File: src/rtl/cluster_task_dispatcher_pkg.sv
// cluster_task_dispatcher_pkg: descriptor types and defaults shared by the cluster dispatcher slice.
package cluster_task_dispatcher_pkg;
    localparam int DEFAULT_NUM_HPUS = 8;
    localparam int MSGID_W          = 10;
    localparam int ADDR_W           = 32;

    typedef struct packed {
        logic [MSGID_W-1:0] msgid;
        logic [ADDR_W-1:0]  handler_fun;
        logic [ADDR_W-1:0]  pkt_addr;
    } handler_task_t;

    typedef struct packed {
        logic [MSGID_W-1:0] msgid;
        logic [ADDR_W-1:0]  pkt_addr;
    } feedback_descr_t;

    function automatic feedback_descr_t to_feedback(input handler_task_t t);
        return '{msgid: t.msgid, pkt_addr: t.pkt_addr};
    endfunction
endpackage

File: src/rtl/cluster_task_dispatcher_if.sv
// cluster_task_dispatcher_if: scheduler task, HPU dispatch/completion and feedback signals of one cluster.
interface cluster_task_dispatcher_if #(
    parameter int NUM_HPUS = cluster_task_dispatcher_pkg::DEFAULT_NUM_HPUS
);
    import cluster_task_dispatcher_pkg::*;
    logic                task_valid_i;
    logic                task_ready_o;
    handler_task_t       task_descr_i;
    logic [NUM_HPUS-1:0] hpu_task_valid_o;
    logic [NUM_HPUS-1:0] hpu_task_ready_i;
    handler_task_t       hpu_task_o;
    logic [NUM_HPUS-1:0] hpu_done_i;
    logic                feedback_valid_o;
    logic                feedback_ready_i;
    feedback_descr_t     feedback_o;
    logic [NUM_HPUS-1:0] busy_o;

    modport slave (
        input  task_valid_i, task_descr_i, hpu_task_ready_i, hpu_done_i, feedback_ready_i,
        output task_ready_o, hpu_task_valid_o, hpu_task_o, feedback_valid_o, feedback_o, busy_o
    );
    modport master (
        output task_valid_i, task_descr_i, hpu_task_ready_i, hpu_done_i, feedback_ready_i,
        input  task_ready_o, hpu_task_valid_o, hpu_task_o, feedback_valid_o, feedback_o, busy_o
    );
endinterface

File: src/rtl/cluster_task_dispatcher_fifo.sv
// cluster_task_dispatcher_fifo: registered (non fall-through) feedback queue; output reads zero while empty.
module cluster_task_dispatcher_fifo
    import cluster_task_dispatcher_pkg::*;
#(
    parameter int DEPTH = 8
) (
    input  logic            clk_i,
    input  logic            rst_ni,
    input  logic            push_i,
    input  feedback_descr_t data_i,
    output logic            full_o,
    input  logic            pop_i,
    output logic            empty_o,
    output feedback_descr_t data_o
);
    localparam int AW = $clog2(DEPTH);
    feedback_descr_t r_mem [DEPTH];
    logic [AW-1:0]   r_wr, r_rd;
    logic [AW:0]     r_cnt;

    assign full_o  = r_cnt == (AW+1)'(DEPTH);
    assign empty_o = r_cnt == '0;
    assign data_o  = empty_o ? '0 : r_mem[r_rd];

    always_ff @(posedge clk_i or negedge rst_ni) begin
        if (!rst_ni) begin
            r_wr  <= '0;
            r_rd  <= '0;
            r_cnt <= '0;
        end else begin
            if (push_i) r_wr <= r_wr + 1'b1;
            if (pop_i) r_rd <= r_rd + 1'b1;
            r_cnt <= r_cnt + (AW+1)'(push_i) - (AW+1)'(pop_i);
        end
    end

    always_ff @(posedge clk_i) begin
        if (push_i) r_mem[r_wr] <= data_i;
    end
endmodule

File: src/rtl/cluster_task_dispatcher.sv
// cluster_task_dispatcher: hands scheduler tasks to free HPUs and returns exactly one feedback per task.
// Define CLUSTER_DISPATCH_RR_EN for round-robin HPU choice; otherwise the lowest-index free HPU is used.
module cluster_task_dispatcher
    import cluster_task_dispatcher_pkg::*;
#(
    parameter int NUM_HPUS      = DEFAULT_NUM_HPUS,
    parameter int FB_FIFO_DEPTH = 8
) (
    input logic                      clk_i,
    input logic                      rst_ni,
    cluster_task_dispatcher_if.slave bus
);
    localparam int HW = $clog2(NUM_HPUS);
    typedef enum logic {Idle, Dispatch} state_e;

    state_e              r_state, w_state_next;
    handler_task_t       r_task;
    logic [HW-1:0]       r_hpu, w_free_idx, w_pend_idx;
    logic [NUM_HPUS-1:0] r_busy, r_pend, w_free, w_disp, w_push_mask;
    feedback_descr_t     r_slot [NUM_HPUS];
    logic                w_accept, w_handshake, w_push, w_full, w_empty;
`ifdef CLUSTER_DISPATCH_RR_EN
    logic [HW-1:0]       r_ptr;
`endif

    assign w_free      = ~r_busy;
    assign w_accept    = (r_state == Idle) && bus.task_valid_i && (|w_free);
    assign w_handshake = (r_state == Dispatch) && bus.hpu_task_ready_i[r_hpu];
    assign w_push      = (|r_pend) && !w_full;
    assign w_disp      = w_handshake ? NUM_HPUS'(1) << r_hpu : '0;
    assign w_push_mask = w_push ? NUM_HPUS'(1) << w_pend_idx : '0;
    assign bus.busy_o  = r_busy;
    assign bus.feedback_valid_o = !w_empty;

    // Descending scans so the last hit is the lowest index (or lowest offset from the RR pointer).
    always_comb begin
        w_free_idx = '0;
        w_pend_idx = '0;
        for (int k = NUM_HPUS - 1; k >= 0; k--) begin
`ifdef CLUSTER_DISPATCH_RR_EN
            if (w_free[r_ptr + HW'(k)]) w_free_idx = r_ptr + HW'(k);
`else
            if (w_free[k]) w_free_idx = HW'(k);
`endif
            if (r_pend[k]) w_pend_idx = HW'(k);
        end
    end

    always_comb begin
        w_state_next         = r_state;
        bus.task_ready_o     = 1'b0;
        bus.hpu_task_valid_o = '0;
        bus.hpu_task_o       = '0;
        if (r_state == Idle) begin
            bus.task_ready_o = w_accept;
            w_state_next     = w_accept ? Dispatch : Idle;
        end else begin
            bus.hpu_task_valid_o[r_hpu] = 1'b1;
            bus.hpu_task_o              = r_task;
            w_state_next                = w_handshake ? Idle : Dispatch;
        end
    end

    always_ff @(posedge clk_i or negedge rst_ni) begin
        if (!rst_ni) r_state <= Idle;
        else r_state <= w_state_next;
    end

    // A done pulse only marks pending; busy drops when the feedback actually enters the queue.
    always_ff @(posedge clk_i or negedge rst_ni) begin
        if (!rst_ni) begin
            r_task <= '0;
            r_hpu  <= '0;
            r_busy <= '0;
            r_pend <= '0;
            for (int k = 0; k < NUM_HPUS; k++) r_slot[k] <= '0;
        end else begin
            if (w_accept) begin
                r_task <= bus.task_descr_i;
                r_hpu  <= w_free_idx;
            end
            if (w_handshake) r_slot[r_hpu] <= to_feedback(r_task);
            r_busy <= (r_busy & ~w_push_mask) | w_disp;
            r_pend <= (r_pend & ~w_push_mask) | (bus.hpu_done_i & r_busy);
        end
    end

`ifdef CLUSTER_DISPATCH_RR_EN
    always_ff @(posedge clk_i or negedge rst_ni) begin
        if (!rst_ni) r_ptr <= '0;
        else if (w_handshake) r_ptr <= r_hpu + 1'b1;
    end
`endif

    cluster_task_dispatcher_fifo #(.DEPTH(FB_FIFO_DEPTH)) u_fb_fifo (
        .clk_i   (clk_i),
        .rst_ni  (rst_ni),
        .push_i  (w_push),
        .data_i  (r_slot[w_pend_idx]),
        .full_o  (w_full),
        .pop_i   (bus.feedback_valid_o && bus.feedback_ready_i),
        .empty_o (w_empty),
        .data_o  (bus.feedback_o)
    );

`ifndef SYNTHESIS
    always_ff @(posedge clk_i) begin
        if (rst_ni) assert ((bus.hpu_done_i & ~r_busy) == '0) else $error("done pulse on idle HPU");
    end
`endif
endmodule
File: src/flat_wrapper.sv
// flat-port wrapper written by rule: the top's interface ports become plain ports
module cluster_task_dispatcher_flat import cluster_task_dispatcher_pkg::*;
#(
    parameter int NUM_HPUS      = DEFAULT_NUM_HPUS,
    parameter int FB_FIFO_DEPTH = 8
)
  (clk_i, rst_ni, bus_task_valid_i, bus_task_descr_i, bus_hpu_task_ready_i, bus_hpu_done_i, bus_feedback_ready_i, bus_task_ready_o, bus_hpu_task_valid_o, bus_hpu_task_o, bus_feedback_valid_o, bus_feedback_o, bus_busy_o);
  cluster_task_dispatcher_if #(.NUM_HPUS(NUM_HPUS)) bus_i ();
  input logic clk_i;
  input logic rst_ni;
  input wire logic [$bits(bus_i.task_valid_i)-1:0] bus_task_valid_i;
  input wire logic [$bits(bus_i.task_descr_i)-1:0] bus_task_descr_i;
  input wire logic [$bits(bus_i.hpu_task_ready_i)-1:0] bus_hpu_task_ready_i;
  input wire logic [$bits(bus_i.hpu_done_i)-1:0] bus_hpu_done_i;
  input wire logic [$bits(bus_i.feedback_ready_i)-1:0] bus_feedback_ready_i;
  output wire logic [$bits(bus_i.task_ready_o)-1:0] bus_task_ready_o;
  output wire logic [$bits(bus_i.hpu_task_valid_o)-1:0] bus_hpu_task_valid_o;
  output wire logic [$bits(bus_i.hpu_task_o)-1:0] bus_hpu_task_o;
  output wire logic [$bits(bus_i.feedback_valid_o)-1:0] bus_feedback_valid_o;
  output wire logic [$bits(bus_i.feedback_o)-1:0] bus_feedback_o;
  output wire logic [$bits(bus_i.busy_o)-1:0] bus_busy_o;
  assign bus_i.task_valid_i = bus_task_valid_i;
  assign bus_i.task_descr_i = bus_task_descr_i;
  assign bus_i.hpu_task_ready_i = bus_hpu_task_ready_i;
  assign bus_i.hpu_done_i = bus_hpu_done_i;
  assign bus_i.feedback_ready_i = bus_feedback_ready_i;
  assign bus_task_ready_o = bus_i.task_ready_o;
  assign bus_hpu_task_valid_o = bus_i.hpu_task_valid_o;
  assign bus_hpu_task_o = bus_i.hpu_task_o;
  assign bus_feedback_valid_o = bus_i.feedback_valid_o;
  assign bus_feedback_o = bus_i.feedback_o;
  assign bus_busy_o = bus_i.busy_o;
  cluster_task_dispatcher #(.NUM_HPUS(NUM_HPUS), .FB_FIFO_DEPTH(FB_FIFO_DEPTH)) u_core (.clk_i(clk_i), .rst_ni(rst_ni), .bus(bus_i));
endmodule
File: config.mk
export PLATFORM = sky130hd
export DESIGN_NAME = cluster_task_dispatcher_flat
export DESIGN_NICKNAME = d
export VERILOG_FILES = /design/src/rtl/cluster_task_dispatcher_pkg.sv /design/src/rtl/cluster_task_dispatcher_if.sv /design/src/rtl/cluster_task_dispatcher_fifo.sv /design/src/rtl/cluster_task_dispatcher.sv /design/src/flat_wrapper.sv
export SDC_FILE = /design/constraint.sdc
export NUM_CORES = 1
export LEC_CHECK = 0
export ABC_CLOCK_PERIOD_IN_PS = 7700
export CAP_MARGIN = 20
export CORE_ASPECT_RATIO = 0.6
export CORE_MARGIN = 10
export CORE_UTILIZATION = 45
export CTS_BUF_LIST = sky130_fd_sc_hd__clkbuf_4 sky130_fd_sc_hd__clkbuf_8 sky130_fd_sc_hd__clkbuf_16
export CTS_CLUSTER_SIZE = 14
export DETAILED_ROUTE_END_ITERATION = 6
export SYNTH_ARGS = -nofsm -noshare
export SYNTH_HDL_FRONTEND = slang
export SYNTH_SLANG_ARGS = --single-unit
File: constraint.sdc
create_clock -name clk_i -period 7.7 [get_ports clk_i]
set_input_delay 0.77 -clock clk_i [delete_from_list [all_inputs] [get_ports clk_i]]
set_output_delay 0.77 -clock clk_i [all_outputs]
set_load 0.01 [all_outputs]
==> out/qor.csv, run 1 <==
stage;metric;value;unit
critical_path;reg2reg_to;u_core.u_fb_fifo.r_mem[0][26];
floorplanning;core_area;72300;µm²
global_route;antenna_found_initial;0;
status;outcome;finished clean;
floorplanning;initial_core_util;45.8;%
power;switching_share;36.4;%
power;p_sw;7.02;mW
synth;yosysWarnings;0;
timing;min_period;4.67;ns
place;routabilityCongestion;0.771;
synth;async_flop_share;56.7;%
floorplanning;die_height;230;µm
route;drt-wirelength-per-cell;24.2;µm
critical_path;reg2regPathDepth;6;
finish;drive_above_1_share;25.4;%
clocking;cts.htree.levels;3;
timing;worstMarginPinSlew;0.996;ns
global_route;grt_pass1_vias;20865;
timing;relSlewSlack;33.6;%
clocking;clk_latency;0.64;ns
route;drcViolationCount;0;
global_route;grt_max_degree;167;
finish;multiInputGateArea;11200;µm²
timing;min_period_over_period;60.7;%
timing;hold_viol;0;
place;portBuffers;227;
floorplanning;num_io_pins;228;
finish;area_growth;16.9;%
critical_path;crit_required;6.93;ns
critical_path;end_kind;output port;
clocking;cts_tree;done;
timing;tns;0;ns
synth;synth_cell_types;57;
synth;synth-seq-area-share;63.7;%
floorplanning;die_w;370;µm
clocking;root_buffer;clkbuf_16;
synth;yosysTopAreaCell;dfrtp_1;
timing;rsz0062_at_grt;false;
route;drtPass1Iterations;5;
synth;avgSynthCellArea;14.5;µm²
clocking;cts_buffers;74;
critical_path;rrSetupSlack;3.72;ns
synth;syn_area;33100;µm²
clocking;cts_resized;0;
critical_path;crit_type;reg -> out;
synth;synthTopCellsByArea;dfrtp_1, edfxtp_1, mux2_2;
synth;syn-num-nets;2387;
synth;synth_edf_count;336;
global_route;grt_usage;19.5;%
timing;drv_slew;0;
clocking;cts_hold_buf;0;
floorplanning;rows;76;
place;dp_hpwl;49800;µm
finish;fill_cells;5846;
route;vias;19814;
power;p_per_area;498;nW/µm²
clocking;cts.reportedPaths.clkPinSlew;0.06;ns
power;clockPowerShare;19.8;%
power;irDropWorstVdd;0.257;mV
floorplanning;dieArea;85200;µm²
power;pwr-share-seq;40.8;%
power;combPwrFrac;39.4;%
synth;syn_inst;2284;
flow_run;drv_cap;0;
power;p_int;12.3;mW
finish;final_util;53.5;%
synth;synth_most_common_cell;dfrtp_1;
synth;synth_common_cells;dfrtp_1, mux2_2, nand2_1;
route;wirelength;83800;µm
critical_path;cp.arrival;3.90;ns
global_route;grt.overflow.total;0;
timing;setup_viol;0;
clocking;cts_max_path_buffers;3;
global_route;grt_pass1_wl;129000;µm
timing;fmax;214;MHz
synth;postSynthRegisterBits;776;
synth;synth_top_flop_cell;dfrtp_1;
synth;yosysTopAreaCellShare;33.3;%
timing;clock_skew;0.0248;ns
clocking;postCtsSetupBuffers;0;
finish;final_nets;2539;
critical_path;r2r-start;u_core.r_pend[4];
route;vias_per_cell;5.71;
route;antenna_left;0;
critical_path;cp_max_fo;48;
hold_path;hp-class;in -> async;
power;leakage;15.9;nW
clocking;clkSinkCount;776;
finish;regArea;21100;µm²
route;drt_iter0_markers;1489;
critical_path;critPathLaunchType;flop;
power by group through the flow:
stage	registers, mW	logic, mW	clock network (mW)
floorplan	7.23	5.04	0
global placement	7.85	7.56	0
detailed placement	7.94	7.73	0
CTS	7.87	7.75	3.89
global route	8.08	8.26	4.07
finish	7.87	7.59	3.81
sequential cells by signal, indices dropped and copies added (netlist names):
register,flops
u_core.bus.busy_o,8
u_core.r_hpu,3
u_core.r_pend,8
u_core.r_slot,336
u_core.r_state,1
u_core.r_task,74
u_core.u_fb_fifo.r_cnt,4
u_core.u_fb_fifo.r_mem,336
u_core.u_fb_fifo.r_rd,3
u_core.u_fb_fifo.r_wr,3
critical path: stages, from the launching register on:
cell	delay [ns]
dfrtp_4	1.07
buf_4	0.73
mux4_2	0.58
mux2i_1	0.22
nor2_1	0.07
clkdlybuf4s50_1	0.51
final cells by class:
type,instances,share of cell area [%]
clock inverter,26,0.760
antenna,1,0.00647
sequential,776,54.6
multi-input combinational,1309,29.0
tap,975,3.15
clock buffer,109,5.84
inverter,17,0.165
timing repair buffer,258,6.55
placed cells by master, fill, tap and decap left out, types with 18 or more instances in the layout:
cell | synthesis | layout
a21oi_1 | 41 | 41
clkdlybuf4s50_1 | 0 | 226
dfrtp_1 | 440 | 436
a221oi_1 | 63 | 63
clkbuf_16 | 0 | 77
nand3b_1 | 35 | 35
and2_1 | 77 | 76
a221o_1 | 18 | 18
nor2_1 | 63 | 56
mux4_2 | 86 | 86
mux2_2 | 341 | 341
nand2_1 | 338 | 338
a22oi_1 | 25 | 25
o21ai_0 | 18 | 18
buf_4 | 23 | 29
edfxtp_1 | 336 | 336
mux2i_1 | 44 | 44
o221a_1 | 23 | 23
cell families after synthesis:
group	synth area share (%)
buffers and inverters	2.74
XOR/XNOR	0.159
flip-flops	63.7
adder cells (fa/ha/maj)	0.363
AND/OR/NAND/NOR	8.06
multiplexers	18.8
AO/OA/AOI/OAI	6.15
metrics by stage:
stage	cells	total power, mW	hold slack (ns)	setup WS, ns	area (µm²)
floorplan	2284	12.3	0.438	3.09	33100
global placement	3335	15.4	0.453	3.51	36100
detailed placement	3335	15.7	0.455	3.53	36100
CTS	3470	19.5	0.0927	2.83	38700
global route	3470	20.4	0.116	2.67	38700
finish	3471	19.3	0.100	3.03	38700
per-layer routing:
layer / track usage (%) / vias up / wire (µm)
met5: 0 / - / 0
met4: 5.99 / 0 / 2210
met3: 3.35 / 140 / 4080
met2: 31.2 / 506 / 39400
met1: 27.1 / 10443 / 38100
li1: - / 8725 / -
worst max path at each step:
stage | cells after the start | end | slack (ns) | start
finish | 5 | bus_feedback_o[26] | 3.03 | u_core.u_fb_fifo.r_rd[0]
global route | 5 | bus_feedback_o[26] | 2.67 | u_core.u_fb_fifo.r_rd[0]
CTS | 5 | bus_feedback_o[26] | 2.83 | u_core.u_fb_fifo.r_rd[0]
detailed placement | 5 | bus_feedback_o[26] | 3.53 | u_core.u_fb_fifo.r_rd[0]
global placement | 5 | bus_feedback_o[26] | 3.51 | u_core.u_fb_fifo.r_rd[0]
floorplan | 6 | u_core.u_fb_fifo.r_mem[4][0] | 3.09 | u_core.u_fb_fifo.r_cnt[2]
(Power assumes the default switching activity.)
==> run 2: changes to the inputs <==
- ABC_CLOCK_PERIOD_IN_PS: 7700 -> 4600
- clock period: 7.7 -> 4.6 ns (I/O delays scaled with it)
==> run 2 against run 1 <==
Sequential power is 68% higher; setup slack worse by 2.2 ns; via count hardly changed; routed wire length rose by 1.5%; die area is the same; combinational power up 69%; critical path depth unchanged; sequential share of layout area decreased by 0.34 points; total power increased by 67%; cell area is 0.63% higher; largest power group unchanged.
==> out/qor.csv, run 2 (synthesis results as in run 1) <==
stage;metric;value;unit;change
power;irDropWorstVdd;0.399;mV;+55%
floorplanning;die_w;370;µm;unchanged
finish;top_regs;u_core.r_slot (336), u_core.u_fb_fifo.r_mem (336), u_core.r_task (74);;
timing;hold_viol;0;;unchanged
clocking;root_buffer;clkbuf_16;;
global_route;grt_pass1_wl;130000;µm;+0.91%
timing;relSlewSlack;26.0;%;-7.6 points
hold_path;hp-class;in -> reg;;
route;drtPass1Iterations;5;;unchanged
clocking;clk_latency;0.63;ns;about the same
critical_path;rrSetupSlack;1.00;ns;-2.72 ns
global_route;antenna_found_initial;0;;unchanged
global_route;grt_max_degree;110;;-34%
critical_path;slowest_delay;0.81;ns;-0.26 ns
critical_path;slowest_stage;dfrtp_4;;
timing;setup_viol;0;;unchanged
floorplanning;die_height;230;µm;unchanged
timing;tns;0;ns;unchanged
critical_path;path_cells;buf_4 -> mux4_2 -> mux2i_1 -> nor2_1 -> clkdlybuf4s50_1;;
critical_path;reg2regPathDepth;6;;unchanged
floorplanning;rows;76;;unchanged
route;drcViolationCount;0;;unchanged
critical_path;r2r-start;u_core.r_pend[1];;
finish;area_growth;17.6;%;
critical_path;crit_required;4.14;ns;-2.79 ns
clocking;cts.htree.levels;3;;unchanged
finish;fill_cells;5913;;+1.1%
flow_run;drv_cap;0;;unchanged
clocking;cts_tree;done;;
floorplanning;core_area;72300;µm²;unchanged
global_route;grt_usage;19.8;%;+0.26 points
status;outcome;finished clean;;
place;dp_hpwl;51700;µm;+3.8%
clocking;cts_buffers;73;;-1.4%
power;power;32.2;mW;+67%
timing;rsz0062_at_grt;false;;
floorplanning;dieArea;85200;µm²;unchanged
route;wirelength;85100;µm;+1.5%
critical_path;cp.arrival;3.35;ns;-0.55 ns
finish;final_nets;2553;;+0.55%
place;routabilityCongestion;0.781;;+1.3%
hold_path;hold_end;u_core.r_task[72];;
clocking;cts_max_path_buffers;3;;unchanged
route;vias;19802;;-0.061%
route;drt_iter0_markers;1532;;+2.9%
timing;min_period;3.81;ns;
floorplanning;initial_core_util;45.8;%;unchanged
critical_path;crit_type;reg -> out;;
global_route;grt_pass1_vias;20773;;-0.44%
place;portBuffers;227;;unchanged
timing;min_period_over_period;82.8;%;
finish;final_common_cell;dfrtp_1;;
finish;mostFrequentLayoutCells;dfrtp_1, mux2_2, nand2_1, edfxtp_1, clkdlybuf4s50_1;;
route;vias_per_cell;5.69;;-0.38%
power;p_per_area;828;nW/µm²;+66%
hold_path;whs_path_depth;3;;
critical_path;reg2reg_to;u_core.u_fb_fifo.r_mem[7][10];;
finish;drive_above_1_share;25.7;%;+0.32 points
clocking;cts_resized;0;;unchanged
timing;fmax;263;MHz;
critical_path;cp_max_fo;28;;-42%
floorplanning;num_io_pins;228;;unchanged
timing;clock_skew;0.0264;ns;+0.00157 ns
global_route;grt.overflow.total;0;;unchanged
critical_path;critPathLaunchType;flop;;
critical_path;end_kind;output port;;
route;antenna_left;0;;unchanged
hold_path;min_from;bus_task_descr_i[72];;
power;leakage;16.0;nW;+0.56%
finish;antenna_cells;0;;-1
timing;worstMarginPinSlew;1.11;ns;+0.110 ns
route;drt-wirelength-per-cell;24.4;µm;+1.2%
clocking;cts.reportedPaths.clkPinSlew;0.07;ns;about the same
timing;drv_slew;0;;unchanged
clocking;clkSinkCount;776;;unchanged
[run 2: cell types whose count changed in the layout (fill, tap and decap cells not counted), sizes merged]
cell,before,now
clkbuf,109,106
dlygate4sd3,0,1
buf,32,46
clkinv,15,16
diode,1,0
bufinv,5,4
[run 2: worst max path at each step]
stage,depth (start not counted),startpoint,end
2_1_floorplan,6,u_core.u_fb_fifo.r_cnt[2],u_core.u_fb_fifo.r_mem[7][0]
3_3_place_gp,8,u_core.r_pend[3],u_core.u_fb_fifo.r_mem[4][40]
3_5_place_dp,6,u_core.r_pend[1],u_core.u_fb_fifo.r_mem[4][6]
4_1_cts,5,u_core.u_fb_fifo.r_rd[0],bus_feedback_o[2]
5_1_grt,5,u_core.u_fb_fifo.r_rd[0],bus_feedback_o[2]
6_report,5,u_core.u_fb_fifo.r_rd[0],bus_feedback_o[9]
[run 2: critical path: cells and delay by family (launching register included)]
family,cells,cell delay [ns]
buf+inv,2,1.03
flops,1,0.81
mux,2,0.81
simple gates,1,0.08
[run 2: report_power, final]
part	internal, mW	leakage, nW	switching, mW
sequential	11.3	8.86	1.92
combinational	5.71	5.91	7.12
clock	3.60	1.25	2.61
total	20.6	16.0	11.6
[run 2: area by class of cell]
| cell class | instances | area, µm² | share of cell area [%] |
|---|---|---|---|
| repair buffers | 273 | 2840 | 7.29 |
| well taps | 975 | 1220 | 3.13 |
| inverters | 17 | 63.8 | 0.164 |
| clock buffers | 106 | 2220 | 5.69 |
| clock inverters | 26 | 270 | 0.694 |
| multi-input cells | 1309 | 11200 | 28.8 |
| flip-flops and latches | 776 | 21100 | 54.2 |
[run 2: repair_timing]
action / in CTS / in global routing
endpoints found under the hold margin: 96 / 0
hold buffers: 1 / 0
buffers inserted: 0 / 0
[run 2: through the flow]
stage	utilization [%]	hold slack [ns]	instances	cell area, µm²	worst slack, ns
detailed placement	50.4	0.454	3349	36400	1.02
global route	53.9	0.343	3482	38900	0.535
floorplan	-	0.164	2284	33100	1.12
finish	53.9	0.354	3482	38900	0.793
CTS	53.9	0.320	3482	38900	0.607
global placement	50.4	0.451	3349	36400	1.18
[run 2: per-layer routing]
layer	GRT usage, %	vias up	wire, µm
met4	4.04	0	1190
met2	32.8	470	41700
met5	0	-	0
met1	27.4	10476	38600
met3	3.16	94	3660
li1	-	8762	-
